==> src/rtl/pixel_write_ctrl_pkg.sv <==
// Shared constants and FSM encoding for the pixel write controller.
package pixel_write_ctrl_pkg;

  localparam int unsigned H_RES   = 320;
  localparam int unsigned V_RES   = 240;
  localparam int unsigned ADDR_W  = 17;
  localparam int unsigned COLOR_W = 8;

  typedef enum logic [1:0] {
    IDLE  = 2'd0,
    WRITE = 2'd1,
    DONE  = 2'd2
  } state_t;

endpackage

==> src/rtl/pixel_write_ctrl_fifo.sv <==
// pix_fifo: synchronous FIFO with wrapping pointers and an occupancy count.
// Head entry is presented combinationally on rdata.
module pix_fifo #(
  parameter int unsigned DW    = 8,
  parameter int unsigned DEPTH = 4
) (
  input  logic                         clk,
  input  logic                         rst,
  input  logic                         push,
  input  logic                         pop,
  input  logic [DW-1:0]                wdata,
  output logic [DW-1:0]                rdata,
  output logic                         full,
  output logic                         empty,
  output logic [$clog2(DEPTH+1)-1:0]   count
);
  import pixel_write_ctrl_pkg::*;

  localparam int unsigned PW = (DEPTH > 1) ? $clog2(DEPTH) : 1;
  localparam int unsigned CW = $clog2(DEPTH + 1);

  logic [DW-1:0] mem [DEPTH];
  logic [PW-1:0] wptr, rptr;
  logic          do_push, do_pop;

  function automatic logic [PW-1:0] ptr_inc(input logic [PW-1:0] p);
    return (p == PW'(DEPTH - 1)) ? '0 : p + PW'(1);
  endfunction

  assign full    = (count == CW'(DEPTH));
  assign empty   = (count == '0);
  assign do_push = push & ~full;
  assign do_pop  = pop & ~empty;
  assign rdata   = mem[rptr];

  // Storage needs no reset; validity is tracked by count.
  always_ff @(posedge clk) begin
    if (do_push) mem[wptr] <= wdata;
  end

  always_ff @(posedge clk or negedge rst) begin
    if (!rst) begin
      wptr  <= '0;
      rptr  <= '0;
      count <= '0;
    end else begin
      if (do_push) wptr <= ptr_inc(wptr);
      if (do_pop)  rptr <= ptr_inc(rptr);
      unique case ({do_push, do_pop})
        2'b10:   count <= count + CW'(1);
        2'b01:   count <= count - CW'(1);
        default: count <= count;
      endcase
    end
  end

endmodule

==> src/rtl/pixel_write_ctrl.sv <==
// Buffers line pixels as framebuffer writes and drives a single-outstanding
// write handshake. Optional clipping enabled by macro PIX_CLIP_EN.
module pixel_write_ctrl #(
  parameter int unsigned WIDTH  = 10,
  parameter int unsigned H_RES  = pixel_write_ctrl_pkg::H_RES,
  parameter int unsigned V_RES  = pixel_write_ctrl_pkg::V_RES,
  parameter int unsigned ADDR_W = pixel_write_ctrl_pkg::ADDR_W,
  parameter int unsigned DEPTH  = 4
) (
  input  logic              clk,
  input  logic              rst,
  input  logic              pix_valid,
  output logic              pix_ready,
  input  logic [WIDTH-1:0]  pix_x,
  input  logic [WIDTH-1:0]  pix_y,
  input  logic              steep,
  input  logic [7:0]        pix_color,
  input  logic              pix_last,
  output logic              fb_we,
  output logic [ADDR_W-1:0] fb_addr,
  output logic [7:0]        fb_data,
  input  logic              fb_ack,
  output logic              line_finished,
  output logic [WIDTH-1:0]  drop_cnt
);
  import pixel_write_ctrl_pkg::*;

  localparam int unsigned DW = ADDR_W + COLOR_W + 2;
  localparam int unsigned CW = $clog2(DEPTH + 1);

  logic [WIDTH-1:0]   x, y;
  logic [ADDR_W-1:0]  addr_c;
  logic               out_of_range, clip;
  logic               push, pop, full, empty, more;
  logic [CW-1:0]      count;
  logic [DW-1:0]      wdata, rdata;
  logic [ADDR_W-1:0]  head_addr;
  logic [COLOR_W-1:0] head_color;
  logic               head_last, head_we;

  state_t             state_q, state_d;
  logic               we_d, lf_d;
  logic [ADDR_W-1:0]  addr_d;
  logic [7:0]         data_d;

  // Undo the octant swap, then form the linear framebuffer address.
  assign x      = steep ? pix_y : pix_x;
  assign y      = steep ? pix_x : pix_y;
  assign addr_c = ADDR_W'(y) * ADDR_W'(H_RES) + ADDR_W'(x);

  assign out_of_range = x[WIDTH-1] | y[WIDTH-1] |
                        (32'(x) >= H_RES) | (32'(y) >= V_RES);

`ifdef PIX_CLIP_EN
  logic [WIDTH-1:0] drop_q;

  assign clip = out_of_range;

  // Saturating count of pixels that were clipped at acceptance.
  always_ff @(posedge clk or negedge rst) begin
    if (!rst)                                drop_q <= '0;
    else if (push && clip && (drop_q != '1)) drop_q <= drop_q + WIDTH'(1);
  end

  assign drop_cnt = drop_q;
`else
  logic unused_range;

  assign unused_range = out_of_range;
  assign clip         = 1'b0;
  assign drop_cnt     = '0;
`endif

  assign pix_ready = ~full;
  assign push      = pix_valid & ~full;
  assign wdata     = {addr_c, pix_color, pix_last, ~clip};
  assign {head_addr, head_color, head_last, head_we} = rdata;
  assign more      = (count > CW'(1)) | push;

  pix_fifo #(
    .DW    (DW),
    .DEPTH (DEPTH)
  ) u_fifo (
    .clk   (clk),
    .rst   (rst),
    .push  (push),
    .pop   (pop),
    .wdata (wdata),
    .rdata (rdata),
    .full  (full),
    .empty (empty),
    .count (count)
  );

  // Next state: load head into the write port, pop on ack or on a clipped entry.
  always_comb begin
    state_d = state_q;
    we_d    = fb_we;
    addr_d  = fb_addr;
    data_d  = fb_data;
    pop     = 1'b0;
    unique case (state_q)
      IDLE: begin
        if (!empty) state_d = WRITE;
      end
      WRITE: begin
        if (fb_we) begin
          if (fb_ack) begin
            pop     = 1'b1;
            we_d    = 1'b0;
            state_d = head_last ? DONE : (more ? WRITE : IDLE);
          end
        end else if (empty) begin
          state_d = IDLE;
        end else if (head_we) begin
          we_d   = 1'b1;
          addr_d = head_addr;
          data_d = head_color;
        end else begin
          pop     = 1'b1;
          state_d = head_last ? DONE : (more ? WRITE : IDLE);
        end
      end
      DONE: begin
        state_d = IDLE;
      end
      default: begin
        state_d = IDLE;
      end
    endcase
    lf_d = (state_d == DONE);
  end

  always_ff @(posedge clk or negedge rst) begin
    if (!rst) begin
      state_q       <= IDLE;
      fb_we         <= 1'b0;
      fb_addr       <= '0;
      fb_data       <= '0;
      line_finished <= 1'b0;
    end else begin
      state_q       <= state_d;
      fb_we         <= we_d;
      fb_addr       <= addr_d;
      fb_data       <= data_d;
      line_finished <= lf_d;
    end
  end

endmodule

==> config.mk <==
export PLATFORM = sky130hd
export DESIGN_NAME = pixel_write_ctrl
export DESIGN_NICKNAME = d
export VERILOG_FILES = /design/src/rtl/pixel_write_ctrl_pkg.sv /design/src/rtl/pixel_write_ctrl_fifo.sv /design/src/rtl/pixel_write_ctrl.sv
export SDC_FILE = /design/constraint.sdc
export NUM_CORES = 1
export LEC_CHECK = 0
export CAP_MARGIN = 20
export CORE_AREA = 2 2 130 132
export DETAILED_ROUTE_END_ITERATION = 7
export DIE_AREA = 0 0 132 134
export PLACE_DENSITY_LB_ADDON = 0.15
export SKIP_CTS_REPAIR_TIMING = 1
export SYNTH_ARGS = -nofsm -noshare
export SYNTH_HDL_FRONTEND = slang
export SYNTH_HIERARCHICAL = 1
export SYNTH_SLANG_ARGS = --single-unit
==> constraint.sdc <==
create_clock -name clk -period 2.9 [get_ports clk]
set_clock_uncertainty 0.2 [all_clocks]
set_input_delay 0.29 -clock clk [delete_from_list [all_inputs] [get_ports clk]]
set_output_delay 0.29 -clock clk [all_outputs]
set_load 0.005 [all_outputs]
==> results of run 1 <==
[state kept, by name (all words and copies together), names as in the netlist]
signal and count:
fb_addr 17, fb_data 8, fb_we 1, line_finished 1
state_q 2, u_fifo/count 3, u_fifo/mem 108, u_fifo/rptr 2
u_fifo/wptr 2
[layer usage]
metal | up-vias | wire (um) | global-route usage
met4 | 0 | 141 | 0.05435
met3 | 11 | 319 | 0.03099
met2 | 53 | 5878 | 0.2416
li1 | 1589 | - | -
met5 | - | 0 | 0
met1 | 1704 | 5324 | 0.1704
[final cells by class]
class,count,area [um^2]
Clock buffer,17,425.4
Clock inverter,15,183.9
Fill cell,1403,7948
Inverter,16,60.06
Multi-Input combinational cell,193,2270
Sequential cell,144,4145
Tap cell,220,275.3
Timing Repair Buffer,103,982.2
[where the power goes]
group	internal, mW	switching [mW]
sequential	2.95	0.220
clock	1.36	0.844
combinational	1.62	1.26
[cell families (layout without fill, tap and decap cells)]
family	Yosys count	after routing	share of synthesized area
DFF	144	144	0.6457
muxes	77	77	0.1831
buffers and inverters	36	151	0.02964
and+or+nand+nor	34	34	0.03041
adders and majority gates	28	28	0.05810
AOI/OAI and AO/OA	22	22	0.02262
xor gates and xnor gates	18	18	0.02925
other	2	14	0.001170
[final timing paths]
| check | cells past startpoint | endpoint | startpoint |
|---|---|---|---|
| setup / recovery | 11 | u_fifo/count[2] | u_fifo/rptr[0] |
| hold / removal | 2 | u_fifo/mem[3][12] | pix_x[2] |
| setup reg to reg | 11 | u_fifo/count[2] | u_fifo/rptr[0] |
| hold reg to reg | 1 | state_q[0] | state_q[1] |
| max in group asynchronous | 2 | u_fifo/rptr[0] | rst |
| min in group asynchronous | 2 | fb_data[2] | rst |
[worst max-delay path, delay by kind of cell (launching register included)]
family,cells,cell delay [ps]
AOI/OAI and AO/OA,1,200
and+or+nand+nor,3,520
muxes,1,520
DFF,1,370
xor gates and xnor gates,2,290
buffers and inverters,2,120
adders and majority gates,2,460
[cell usage in the layout (no fill, tap or decap), types with 3 or more instances in the layout]
cell type,n
edfxtp_1,108
clkdlybuf4s50_1,52
mux2_2,43
buf_4,37
dfrtp_1,35
mux4_2,27
ha_1,20
clkbuf_16,18
conb_1,14
inv_1,13
nand2_1,8
dlymetal6s2s_1,7
xnor2_1,6
xor2_1,5
ha_4,5
mux2_4,4
o21ai_0,4
a21oi_1,4
a21o_1,4
xnor2_2,4
nor2b_1,4
nor2_1,4
and3_2,4
inv_2,3
nand3_1,3
clkinvlp_4,3
inv_6,3
bufinv_16,3
clkinv_4,3
==> results by group, run 1 <==
Global routing
  • First-pass GRT wire length: 18,510 um
  • Largest net degree at the start of global routing: 37
  • GRT Util Overall: 0.1393
  • Initial antenna violation count: 0
  • GR Overflow Total: 0
  • Vias in the first global route: 3,644

Synth
  • Post-synthesis sequential area ratio: 0.6457
  • Ys Warns: 6
  • Post-synth ARST share: 0.2500
  • Synth area leader: edfxtp_1
  • Ys flop type: edfxtp_1
  • Post-synth EDFFs: 108
  • Yosys cell types: 40
  • Syn Std Cell Area: 0.006417 mm^2
  • Count leader, synth: edfxtp_1
  • Post-Syn Instances: 361
  • Post-Syn Area per Cell: 17.78 um^2
  • Synth area leaders: edfxtp_1 (51%), dfrtp_1 (14%), mux4_2 (9.5%)
  • Yosys reg bits: 144
  • Post-synth top cells: edfxtp_1 (108), mux2_2 (45), dfrtp_1 (36)
  • Top cell type's share of synthesized area: 0.5054

Routing
  • Detail Route Antenna Nets: 0
  • DRT iter0 DRCs: 91
  • Remaining DRCs: 0
  • Vias: 3,357
  • Avg Vias per Cell: 4.742
  • DRT Pass-1 Iters: 4
  • Wirelength per Cell: 16.48 um
  • WL final: 11,670 um

Clock network
  • H-tree Lvls: 4
  • Reg clk slew, reported paths: 60 ps
  • Clk buf depth: 2
  • Clock latency on the worst-skew pair: 410 ps
  • Clock sink total: 144
  • CTS tree: done
  • Clock Root Buffer: clkbuf_16
  • Number of buffers created by CTS: 17

Placement
  • Placer Congestion: 0.7923
  • Buffers on Ports: 61
  • Detailed placement HPWL: 7647 um
  • Setup Slack @ Placement: -706.8 ps
  • Dpl cells: 673
  • Placed Area: 0.007617 mm^2

Layout
  • Share of layout cells above drive strength 1: 0.3648
  • ANT cells: 0
  • Fin util: 0.5121
  • Final layout net count: 537
  • Fin area: 0.008342 mm^2
  • Finished Layout Cells: 708
  • Area Overhead vs Synth: 29.99%

Worst setup path
  • CP endpoint kind: flop
  • Critical Path Max Stage Delay: 520 ps
  • Arr. time, crit path: 2900 ps
  • Slowest CP cell: mux4_2
  • CP max FO: 3
  • Type of the worst setup path: flop to flop
  • Worst path cell trace: mux4_2 > or3_1 > a21boi_2 > nand2b_1 > inv_2 > ha_4 > inv_2 > fa_2 > xor2_1 > nor2_1 > xor2_1
  • Kind of start point of the critical path: flop
  • Critical path required time: 2990 ps
  • R2r setup slk: 100 ps

Floorplan
  • FP Rows: 47
  • DIE AREA: 0.01769 mm^2
  • Die Wd: 132 um
  • Die H: 134 um
  • IO Pins: 72
  • Core Area: 0.01629 mm^2
  • Initial Util: 0.3940

Timing
  • Fmax: 356.9 MHz
  • Rel. slew slack: 0.3668
  • Pins Over Slew Limit: 0
  • Final period util: 0.9660
  • Min Hold Slack: 106.6 ps
  • RSZ-0062 raised after global routing: true
  • Final worst slack: 98.47 ps
  • Hold Fails Final Rpt: 0
  • Worst slew pin tran: 949.8 ps
  • TNS Setup: 0 ps
  • Endpoints failing setup: 0
  • Min cycle time layout: 2802 ps

Power and ir drop
  • Worst IR Drop VDD: 423.7 uV
  • Final total power: 8.251 mW
  • Leak: 3.219 nW
  • Power Dens Cells: 989.2 mW/mm^2

Job
  • Max_cap viols: 0

Hold path
  • Hold WC Path Type: primary input to flop

Run status
  • Status: finished, final reports clean
(Power assumes the default switching activity.)
==> inputs of run 2 (changes only) <==
--- a/config.mk
+++ b/config.mk
@@ -6,10 +6,13 @@
 export NUM_CORES = 1
 export LEC_CHECK = 0
 export CAP_MARGIN = 20
+export CELL_PAD_IN_SITES_DETAIL_PLACEMENT = 0
+export CELL_PAD_IN_SITES_GLOBAL_PLACEMENT = 1
 export CORE_AREA = 2 2 130 132
 export DETAILED_ROUTE_END_ITERATION = 7
 export DIE_AREA = 0 0 132 134
 export PLACE_DENSITY_LB_ADDON = 0.15
+export SETUP_SLACK_MARGIN = 0.3
 export SKIP_CTS_REPAIR_TIMING = 1
 export SYNTH_ARGS = -nofsm -noshare
 export SYNTH_HDL_FRONTEND = slang
==> results by group, run 2 (synthesis gave the netlist of run 1 again) <==
Run status
  • Status: finished, final reports clean (unchanged)

Layout
  • Commonest non-fill, non-tap cell in the layout: edfxtp_1 (unchanged)
  • Largest reg by FF count: u_fifo/mem (unchanged)
  • Largest register FFs: 108 (unchanged)
  • Area Overhead vs Synth: 33.75% (was 29.99%)
  • Share of layout cells above drive strength 1: 0.4036 (was 0.3648)
  • Filler instances: 1,363 (was 1,403)
  • Final layout net count: 547 (was 537)
  • Finished Layout Cells: 718 (was 708)
  • Most frequent cells in the layout: edfxtp_1 (108), clkdlybuf4s50_1 (49), buf_4 (42) (was edfxtp_1 (108), clkdlybuf4s50_1 (52), mux2_2 (43))
  • ANT cells: 0 (unchanged)
  • Biggest registers after layout: u_fifo/mem (108), fb_addr (17), fb_data (8) (unchanged)

Global routing
  • Met2 Usage GRT: 0.2462 (was 0.2416)
  • GRT Util Overall: 0.1471 (was 0.1393)
  • Grt met1 use: 0.1826 (was 0.1704)
  • GR Overflow Total: 0 (unchanged)
  • Met3 Use GR: 0.04233 (was 0.03099)
  • Largest net degree at the start of global routing: 30 (was 37)
  • Layer with the highest usage: met2 (unchanged)
  • First-pass GRT wire length: 19,450 um (was 18,510 um)
  • Initial antenna violation count: 0 (unchanged)
  • Vias in the first global route: 3,600 (was 3,644)

Power and ir drop
  • Gate power share: 0.365 (was 0.349)
  • Worst IR Drop VDD: 465.4 uV (was 423.7 uV)
  • Clock power share: 0.259 (was 0.267)
  • Switch share: 0.2907 (was 0.2812)
  • Pint: 5.989 mW (was 5.931 mW)
  • Register share of total power: 0.376 (was 0.384)
  • Power Dens Cells: 983.7 mW/mm^2 (was 989.2 mW/mm^2)
  • Psw: 2.454 mW (was 2.320 mW)
  • Leak: 3.323 nW (was 3.219 nW)

Hold path
  • WHS Endpoint: u_fifo/mem[1][12] (was u_fifo/mem[3][12])
  • Hold depth: 2 (unchanged)
  • Hold path startpoint: pix_x[2] (unchanged)
  • Hold WC Path Type: primary input to flop (unchanged)

Routing
  • WL final: 12,260 um (was 11,670 um)
  • Wirelength per Cell: 17.08 um (was 16.48 um)
  • Detail Route Antenna Nets: 0 (unchanged)
  • Avg Vias per Cell: 4.799 (was 4.742)
  • Vias: 3,446 (was 3,357)
  • DRT Pass-1 Iters: 4 (unchanged)
  • DRT iter0 DRCs: 138 (was 91)
  • Remaining DRCs: 0 (unchanged)

Clock network
  • CTS tree: done (unchanged)
  • Number of buffers created by CTS: 17 (unchanged)
  • Reg clk slew, reported paths: 60 ps (about the same)
  • Clock sink total: 144 (unchanged)
  • Clock latency on the worst-skew pair: 420 ps (was 410 ps)
  • Clock Root Buffer: clkbuf_16 (unchanged)
  • H-tree Lvls: 4 (unchanged)
  • Clk buf depth: 2 (unchanged)

Worst setup path
  • Capturing point of the worst reg2reg path: u_fifo/count[2] (unchanged)
  • Critical Path Max Stage Delay: 510 ps (was 520 ps)
  • Reg2reg path depth: 11 (unchanged)
  • Worst Path Buf+Inv: 2 (unchanged)
  • CP endpoint kind: flop (unchanged)
  • CP max FO: 2 (was 3)
  • Arr. time, crit path: 2940 ps (was 2900 ps)
  • Slowest CP cell: mux4_2 (unchanged)
  • Cell family with most CP delay: simple AND/OR/NAND/NOR gates (was multiplexers)
  • Origin of the critical flop-to-flop path: u_fifo/rptr[0] (unchanged)
  • Critical path required time: 3040 ps (was 2990 ps)
  • R2r setup slk: 100 ps (about the same)
  • Kind of start point of the critical path: flop (unchanged)
  • Type of the worst setup path: flop to flop (unchanged)
  • Worst path cell trace: mux4_2 > or3_1 > a21boi_2 > nand2b_1 > inv_2 > ha_4 > inv_2 > fa_2 > xor2_1 > nor2_1 > xor2_1 (unchanged)

Timing
  • Min cycle time layout: 2798 ps (was 2802 ps)
  • Endpoints failing setup: 0 (unchanged)
  • Fmax: 357.4 MHz (was 356.9 MHz)
  • Rel. slew slack: 0.5833 (was 0.3668)
  • Worst slew pin tran: 625.1 ps (was 949.8 ps)
  • Final worst slack: 102.1 ps (was 98.47 ps)
  • TNS Setup: 0 ps (unchanged)
  • Final period util: 0.9648 (was 0.9660)
  • RSZ-0062 raised after global routing: true (unchanged)
  • Hold Fails Final Rpt: 0 (unchanged)
  • Pins Over Slew Limit: 0 (unchanged)
  • Min Hold Slack: 102.1 ps (was 106.6 ps)

Floorplan
  • Die Wd: 132 um (unchanged)
  • Initial Util: 0.3940 (unchanged)
  • Die H: 134 um (unchanged)
  • FP Rows: 47 (unchanged)
  • IO Pins: 72 (unchanged)
  • DIE AREA: 0.01769 mm^2 (unchanged)
  • Core Area: 0.01629 mm^2 (unchanged)

Placement
  • Dpl cells: 675 (was 673)
  • Placer Congestion: 0.7678 (was 0.7923)
  • Detailed placement HPWL: 7896 um (was 7647 um)
  • Setup Slack @ Placement: -676.1 ps (was -706.8 ps)
  • Buffers on Ports: 61 (unchanged)

Job
  • Max_cap viols: 0 (unchanged)
[run 2: changes by cell type in the layout (fill, tap and decap cells not counted), moves of 3 or more]
cell,change
ha_4,+5
ha_1,-6
o21ai_0,-3
dlymetal6s2s_1,+3
inv_6,+3
clkdlybuf4s50_1,-3
buf_4,+5
buf_12,+4
[run 2: how the worst max path moves through the flow]
stage / startpoint / endpoint / depth (start not counted)
finish: u_fifo/rptr[0] / u_fifo/count[2] / 11
global route: u_fifo/rptr[0] / u_fifo/count[2] / 11
CTS: steep / u_fifo/mem[0][26] / 11
detailed placement: steep / u_fifo/mem[1][26] / 11
global placement: steep / u_fifo/mem[0][23] / 12
floorplan: steep / u_fifo/mem[0][26] / 13
[run 2: power by group through the flow]
| stage | sequential, mW | clock, mW | combinational (mW) |
|---|---|---|---|
| 3_3_place_gp | 3.19 | 0 | 2.91 |
| 3_5_place_dp | 3.22 | 0 | 2.95 |
| 2_1_floorplan | 3.17 | 0 | 1.81 |
| 6_report | 3.18 | 2.18 | 3.08 |
| 4_1_cts | 3.18 | 2.24 | 2.96 |
| 5_1_grt | 3.24 | 2.33 | 3.37 |
[run 2: metrics by stage]
step	power [mW]	util	instance area, um^2
final	8.443	0.5269	8583
after detailed placement	6.170	0.4716	7682
after floorplan	4.981	-	6576
after global routing	8.942	0.5269	8583
after CTS	8.385	0.5084	8282
after global placement	6.103	0.4716	7682
[run 2: cell type report]
class,count,area (um^2),area share
Clock buffer,17,425.4,0.04956
Clock inverter,15,173.9,0.02026
Inverter,16,60.06,0.006997
Multi-Input combinational cell,193,2396,0.2792
Sequential cell,144,4145,0.4829
Tap cell,220,275.3,0.03207
Timing Repair Buffer,113,1107,0.1290
[run 2: metal layers]
layer	part of all wire	vias to the layer above
met5	0	-
met4	0.014	0
met3	0.034	13
met2	0.51	68
met1	0.44	1751
li1	-	1614
==> inputs of run 3 (changes only) <==
--- a/config.mk
+++ b/config.mk
@@ -14,6 +14,7 @@
 export PLACE_DENSITY_LB_ADDON = 0.15
 export SETUP_SLACK_MARGIN = 0.3
 export SKIP_CTS_REPAIR_TIMING = 1
+export SLEW_MARGIN = 15
 export SYNTH_ARGS = -nofsm -noshare
 export SYNTH_HDL_FRONTEND = slang
 export SYNTH_HIERARCHICAL = 1
==> results of run 3 <==
The final DEF is identical to that of run 2; final timing and power are the same.
